`config.mk`:
```
export PLATFORM = sky130hd
export DESIGN_NAME = ab_seq_tx
export DESIGN_NICKNAME = d
export VERILOG_FILES = /design/src/rtl/ab_seq_tx.sv
export SDC_FILE = /design/constraint.sdc
export NUM_CORES = 1
export LEC_CHECK = 0
export BUFFER_PORTS_ARGS = -buffer_cell sky130_fd_sc_hd__clkbuf_2
export CORE_AREA = 2 2 62 46
export CTS_CLUSTER_SIZE = 12
export DETAILED_ROUTE_END_ITERATION = 10
export DIE_AREA = 0 0 64 48
export PLACE_DENSITY = 0.62
export RECOVER_POWER = 100
export SYNTH_ARGS = -nofsm -noshare
export SYNTH_HDL_FRONTEND = slang
export SYNTH_SLANG_ARGS = --single-unit
```
`constraint.sdc`:
```
create_clock -name clock -period 3.5 [get_ports clock]
set_clock_uncertainty 0.05 [all_clocks]
set_input_delay 0.7 -clock clock [delete_from_list [all_inputs] [get_ports clock]]
set_output_delay 0.7 -clock clock [all_outputs]
set_load 0.005 [all_outputs]
```
`src/rtl/ab_seq_tx.sv`:
```
// Two-wire {A,B} symbol transmitter: loads a frame, sends it rep+1 times
// with GAP_CYC idle cycles between copies, then pulses done.
module ab_seq_tx #(
  parameter int N_SYM   = 4,
  parameter int GAP_CYC = 1
) (
  input  logic               clock,
  input  logic               RST,
  input  logic               ld,
  input  logic [2*N_SYM-1:0] frame,
  input  logic [1:0]         rep,
  output logic               A,
  output logic               B,
  output logic               valid,
  output logic               busy,
  output logic               done
);

  localparam int IW = (N_SYM > 1) ? $clog2(N_SYM) : 1;
  localparam logic [IW-1:0] LAST = IW'(N_SYM - 1);
  localparam logic [3:0] GLAST = 4'(GAP_CYC - 1);

  typedef enum logic [1:0] {
    IDLE,
    SEND,
    GAP,
    DONE
  } state_t;

  state_t state, state_n;

  logic [2*N_SYM-1:0] frame_q, frame_n;
  logic [IW-1:0] idx, idx_n;
  logic [3:0] gcnt, gcnt_n;
  logic [1:0] rcnt, rcnt_n;
  logic [1:0] sym;
  logic a_n, b_n, valid_n, busy_n, done_n;

  always_comb begin
    sym = frame_q[{idx, 1'b0} +: 2];
  end

  // Outputs are registered from the current state, so what the
  // state sees at an edge becomes visible on the pins after it.
  always_comb begin
    state_n = state;
    frame_n = frame_q;
    idx_n   = idx;
    gcnt_n  = gcnt;
    rcnt_n  = rcnt;
    a_n     = 1'b0;
    b_n     = 1'b0;
    valid_n = 1'b0;
    busy_n  = 1'b0;
    done_n  = 1'b0;
    unique case (state)
      IDLE: begin
        if (ld) begin
          frame_n = frame;
          rcnt_n  = rep;
          idx_n   = '0;
          gcnt_n  = '0;
          state_n = SEND;
        end
      end
      SEND: begin
        a_n     = sym[1];
        b_n     = sym[0];
        valid_n = 1'b1;
        busy_n  = 1'b1;
        if (idx == LAST) begin
          idx_n = '0;
          if (rcnt != 2'd0) begin
            rcnt_n  = rcnt - 2'd1;
            state_n = GAP;
          end else begin
            state_n = DONE;
          end
        end else begin
          idx_n = idx + IW'(1);
        end
      end
      GAP: begin
        busy_n = 1'b1;
        if (gcnt == GLAST) begin
          gcnt_n  = '0;
          state_n = SEND;
        end else begin
          gcnt_n = gcnt + 4'd1;
        end
      end
      DONE: begin
        done_n  = 1'b1;
        state_n = IDLE;
      end
      default: state_n = IDLE;
    endcase
  end

  always_ff @(posedge clock) begin
    if (RST) begin
      state   <= IDLE;
      frame_q <= '0;
      idx     <= '0;
      gcnt    <= '0;
      rcnt    <= '0;
      A       <= 1'b0;
      B       <= 1'b0;
      valid   <= 1'b0;
      busy    <= 1'b0;
      done    <= 1'b0;
    end else begin
      state   <= state_n;
      frame_q <= frame_n;
      idx     <= idx_n;
      gcnt    <= gcnt_n;
      rcnt    <= rcnt_n;
      A       <= a_n;
      B       <= b_n;
      valid   <= valid_n;
      busy    <= busy_n;
      done    <= done_n;
    end
  end

endmodule

```
Word level (Yosys, flattened, before mapping)
Index checks and enable logic that the tools add are counted.
Word-level totals
  output and inout bits: 5
  flip-flop bits (word level): 23
  input port bits: 13
  word-level logic and storage cells: 53
Cells by class
  equal/unequal tests: 8
  shifts and indexed selects: 1
  add/sub/neg operators: 3
  muxes and demuxes: 18
  bitwise operators: 1
  reductions and logical operators: 12
Operator list (count)
  2-bit 2-to-1 mux: 8
  4-bit 2-to-1 mux: 2
  2-bit != test (second input constant): 4
  2-bit case mux with 2 select lines: 2
  2-bit case mux with 4 select lines: 1
  4-bit case mux with 2 select lines: 1
  8-bit by 4-bit indexed part select with 2-bit output: 1
  2-bit == test (second input constant): 3
  2-bit AND reduction: 3
  2-bit nonzero test: 3
  4-bit by 1-bit adder with 4-bit output (second input constant): 1
  4-bit logical NOT: 1
  1-bit 2-to-1 mux: 4
  4-bit AND reduction: 1
  2-bit OR reduction: 2
  3-bit AND reduction: 1
  2-bit by 1-bit adder with 2-bit output (second input constant): 1
  2-bit by 1-bit == test with 1-bit output (second input constant): 1
  2-bit logical NOT: 1
  2-bit by 1-bit subtractor with 2-bit output (second input constant): 1
  1-bit NOT: 1

Logic depth before layout (Yosys ltp)
  word-level depth: 4
  gate-level depth with buffers: 6

Worst setup path before layout
No wires, ideal clock.
  path kind: register to register
  start point: register gcnt[0]
  end point: register state[0]
  arrival time: 1348 ps
  path slack: 2015 ps
  cell stages (with the launch flop): 7
  path through: dfxtp_1 > inv_1 > ha_1 > or3b_4 > a21oi_4 > o21ai_1 > a221oi_2
On the way
  word-level cells in the longest chain between the ends: 3
Ends and longest elaborated chain
  start, declared: line 34  | logic [3:0] gcnt, gcnt_n;
  start signal, assigned: line 116  | gcnt <= gcnt_n;
  4-bit logical NOT: line 85  | if (gcnt == GLAST) begin
  2-bit != test (no line)
  3-bit AND reduction (no line)
  end signal, assigned: line 113  | state <= state_n;
  end, declared: line 30  | state_t state, state_n;
No other way between the ends.
A chain may end at the register's enable or synchronous reset.

Final worst setup path
Same ends and word-level chain as after synthesis.

==> flow_summary_export.csv <==
group,metric,value,unit
outcome,outcome,"finished clean",
power,comb_power_share,14.7,%
floorplanning,ioPinCount,18,
setup_path,cpPeakStageDelay,0.37,ns
timing,rsz0062_at_grt,"false",
floorplanning,die_w,64,um
setup_path,crit_path_top_delay_cell,"or3b_4",
logic_synthesis,netlist_area,0.001071,mm2
clocking,htree_levels,1,
timing,whs,0.4155,ns
floorplanning,initial_core_util,44.24,%
placement,place_congestion,0.8506,
routing,vias_per_cell,4.947,
setup_path,cp_cell_sequence,"inv_1 > ha_1 > or3b_4 > a21oi_1 > o21ai_0 > a221oi_2",
global_route,grt_pass1_wl,3408,um
min_path,hp-class,"register to register",
clocking,post-cts-setup-buffer-count,0,
clocking,clk-insertion-delay-late,0.30,ns
final_layout,fin_nets,157,
setup_path,path_buf_inv,1,
setup_path,cp_top_family,"compound AO/OA/AOI/OAI gates",
routing,dr_total_vias,836,
setup_path,critPathCaptureType,"register",
timing,tightest_slew,0.9766,ns
setup_path,critPathLaunchType,"register",
setup_path,reg2reg_slack,1.72,ns
job,drv_cap,0,
power,ir_drop,0.2657,mV
power,p_int,0.0003479,W
floorplanning,fp-row-count,15,
timing,tns,0,ns
logic_synthesis,synth.largest_area_cell,"dfxtp_1",
floorplanning,die_y,48,um
power,power_density,392.5,mW/mm2
final_layout,fillers,235,
power,power.switching,0.0001196,W
logic_synthesis,synth_top_family_by_area,"simple AND/OR/NAND/NOR gates",
logic_synthesis,yosysWarnings,0,
logic_synthesis,syn-num-nets,138,
setup_path,worstSetupEndpoint,"state[0]",
setup_path,crit_required,3.66,ns
logic_synthesis,synth_cell_type_count,26,
global_route,grt_usage,14.96,%
final_layout,area_growth,11.21,%
logic_synthesis,synth_compound_area_share,16.47,%
final_layout,insertedDiodeCount,0,
logic_synthesis,ys_ff_latch,23,
clocking,cts.hold.buffers_added,0,
logic_synthesis,synth_fa_ha_area_share,9.346,%
setup_path,reg2regPathDepth,6,
routing,ant_nets,0,
timing,setup_viol,0,
routing,drt_pre_antenna_iters,4,
timing,timing.final.crit_share,50.98,%
clocking,clk_pin_slew,0.11,ns
routing,wl_per_cell,12.04,um
logic_synthesis,synthMuxAreaShare,7.126,%
logic_synthesis,syn-instance-count,117,
clocking,cts_root_buf,"clkbuf_4",
placement,place_hpwl,1560,um
setup_path,cp_num_cells,6,
routing,finalWirelength,2035,um
setup_path,startpoint,"gcnt[0]",
timing,max_freq,560.4,MHz
clocking,cts-resized-gates,0,
timing,fin_ws,1.716,ns
power,p_seq_share,60.5,%
timing,max_slew_margin,34.89,%
routing,drt-initial-drc-count,16,
logic_synthesis,synth_area_per_cell,9.154,um2
logic_synthesis,synth_top_area_share,42.99,%
global_route,grt_overflow_total,0,
placement,place_area,0.001180,mm2
global_route,antenna_found_initial,0,
final_layout,fin_area,0.001191,mm2
setup_path,arrival,1.95,ns
timing,finalCriticalPeriod,1.784,ns
final_layout,final_layout_size_suffix_gt1_share,17.04,%
power,sw_frac_of_total,25.58,%
timing,hold_viol_final,0,
logic_synthesis,ys_seq_area_share,42.99,%
setup_path,r2r_start,"gcnt[0]",
clocking,cts_buffers,3,
power,power,0.0004675,W
clocking,cts_tree,"built",
timing,slew_viol_final,0,
logic_synthesis,synthTopCellsByArea,"dfxtp_1, ha_1, a21oi_1",
setup_path,r2r_end,"state[0]",
power,p_clk_share,24.8,%
clocking,cts_max_path_buffers,2,
placement,place_ws,1.792,ns
placement,port_buffers,17,
global_route,grt_max_degree,22,
power,p_leak,0.4909,nW
setup_path,cp_max_fo,4,
logic_synthesis,synthXorXnorAreaFrac,0,%
global_route,grt_pass1_vias,759,
logic_synthesis,synthSimpleGateAreaFrac,19.86,%
setup_path,criticalPathCategory,"register to register",
clocking,cts_sinks,23,
floorplanning,core_area,0.002421,mm2
floorplanning,dieArea,0.003072,mm2
routing,drc_errors,0,
-- metal layers --
layer	wire length, um	vias to the layer above	global-route usage [%]
met3	115	2	4.706
met5	0	-	0
met2	845	20	24.17
met4	12	0	3.913
li1	-	438	-
met1	1062	376	19.89
-- layout make-up --
| cell class | count | area, um2 | share of cell area (%) |
|---|---|---|---|
| clock buffer | 4 | 26.28 | 2.206 |
| inverter | 7 | 26.28 | 2.206 |
| multi-input combinational | 84 | 554.3 | 46.53 |
| sequential | 23 | 460.4 | 38.66 |
| tap | 34 | 42.54 | 3.571 |
| timing repair buffer | 17 | 81.33 | 6.828 |
-- metrics by stage --
stage | utilization (%) | instances
after floorplan | - | 117
after global placement | 48.73 | 165
after detailed placement | 48.73 | 165
after CTS | 49.82 | 169
after global routing | 49.20 | 169
final | 49.20 | 169
-- Yosys cell counts --
cell	number
dfxtp_1	23
mux2i_1	2
nor3_1	2
a221oi_2	1
and3_2	1
a32oi_1	4
buf_6	1
o21ai_1	1
and2b_1	1
clkbuf_1	2
nor2_1	9
mux2_2	1
o21ai_0	4
nor2b_1	4
nand2b_1	2
and2_1	4
nand2_1	18
inv_1	7
a21oi_1	14
mux4_2	2
ha_1	8
nand3_1	1
or3b_4	1
a211oi_1	2
nand3b_1	1
a21oi_4	1
-- power by group through the flow --
| stage | Combinational [W] | Sequential (W) | Clock (W) |
|---|---|---|---|
| after floorplan | 0.0000511 | 0.000287 | 0 |
| after global routing | 0.0000774 | 0.000285 | 0.000139 |
| final | 0.0000687 | 0.000283 | 0.000116 |
| after CTS | 0.0000707 | 0.000283 | 0.000122 |
| after detailed placement | 0.0000703 | 0.000289 | 0 |
| after global placement | 0.0000686 | 0.000289 | 0 |
-- registers in the layout (all words and copies together) (netlist names) --
| name | count |
|---|---|
| gcnt | 4 |
| rcnt | 2 |
| idx | 2 |
| A | 1 |
| valid | 1 |
| state | 2 |
| busy | 1 |
| frame_q | 8 |
| B | 1 |
| done | 1 |
-- cells by family (layout without fill, tap and decap cells) --
group	count (synthesis)	after routing
AO/OA/AOI/OAI	27	27
adder cells (fa/ha/maj)	8	8
AND/OR/NAND/NOR	44	44
flip-flops	23	23
multiplexers	5	5
buffers and inverters	10	28
-- worst min-delay path by stage --
stage	startpoint	end	slack [ns]	cells past startpoint
2_1_floorplan	frame_q[4]	frame_q[4]	0.38	2
3_3_place_gp	frame_q[2]	frame_q[2]	0.39	2
3_5_place_dp	frame_q[0]	frame_q[0]	0.40	2
4_1_cts	frame_q[0]	frame_q[0]	0.42	2
5_1_grt	frame_q[0]	frame_q[0]	0.44	2
6_report	frame_q[3]	frame_q[3]	0.42	2
-- worst min-delay path, cell delays in order (launching register included) --
cell and delay [ns]:
dfxtp_1 0.33, nand2_1 0.05, a21oi_1 0.05
-- cell usage in the layout (no fill, tap or decap) --
master	n
a211oi_1	2
a21oi_1	15
a221oi_2	1
a32oi_1	4
and2_0	3
and2_1	1
and2b_1	1
and3_2	1
clkbuf_1	4
clkbuf_2	14
clkbuf_4	3
dfxtp_1	23
ha_1	8
inv_1	7
mux2_2	1
mux2i_1	2
mux4_2	2
nand2_1	18
nand2b_1	2
nand3_1	1
nand3b_1	1
nor2_1	9
nor2b_1	4
nor3_1	2
o21ai_0	5
or3b_4	1
Power figures use the tool's default switching activity.
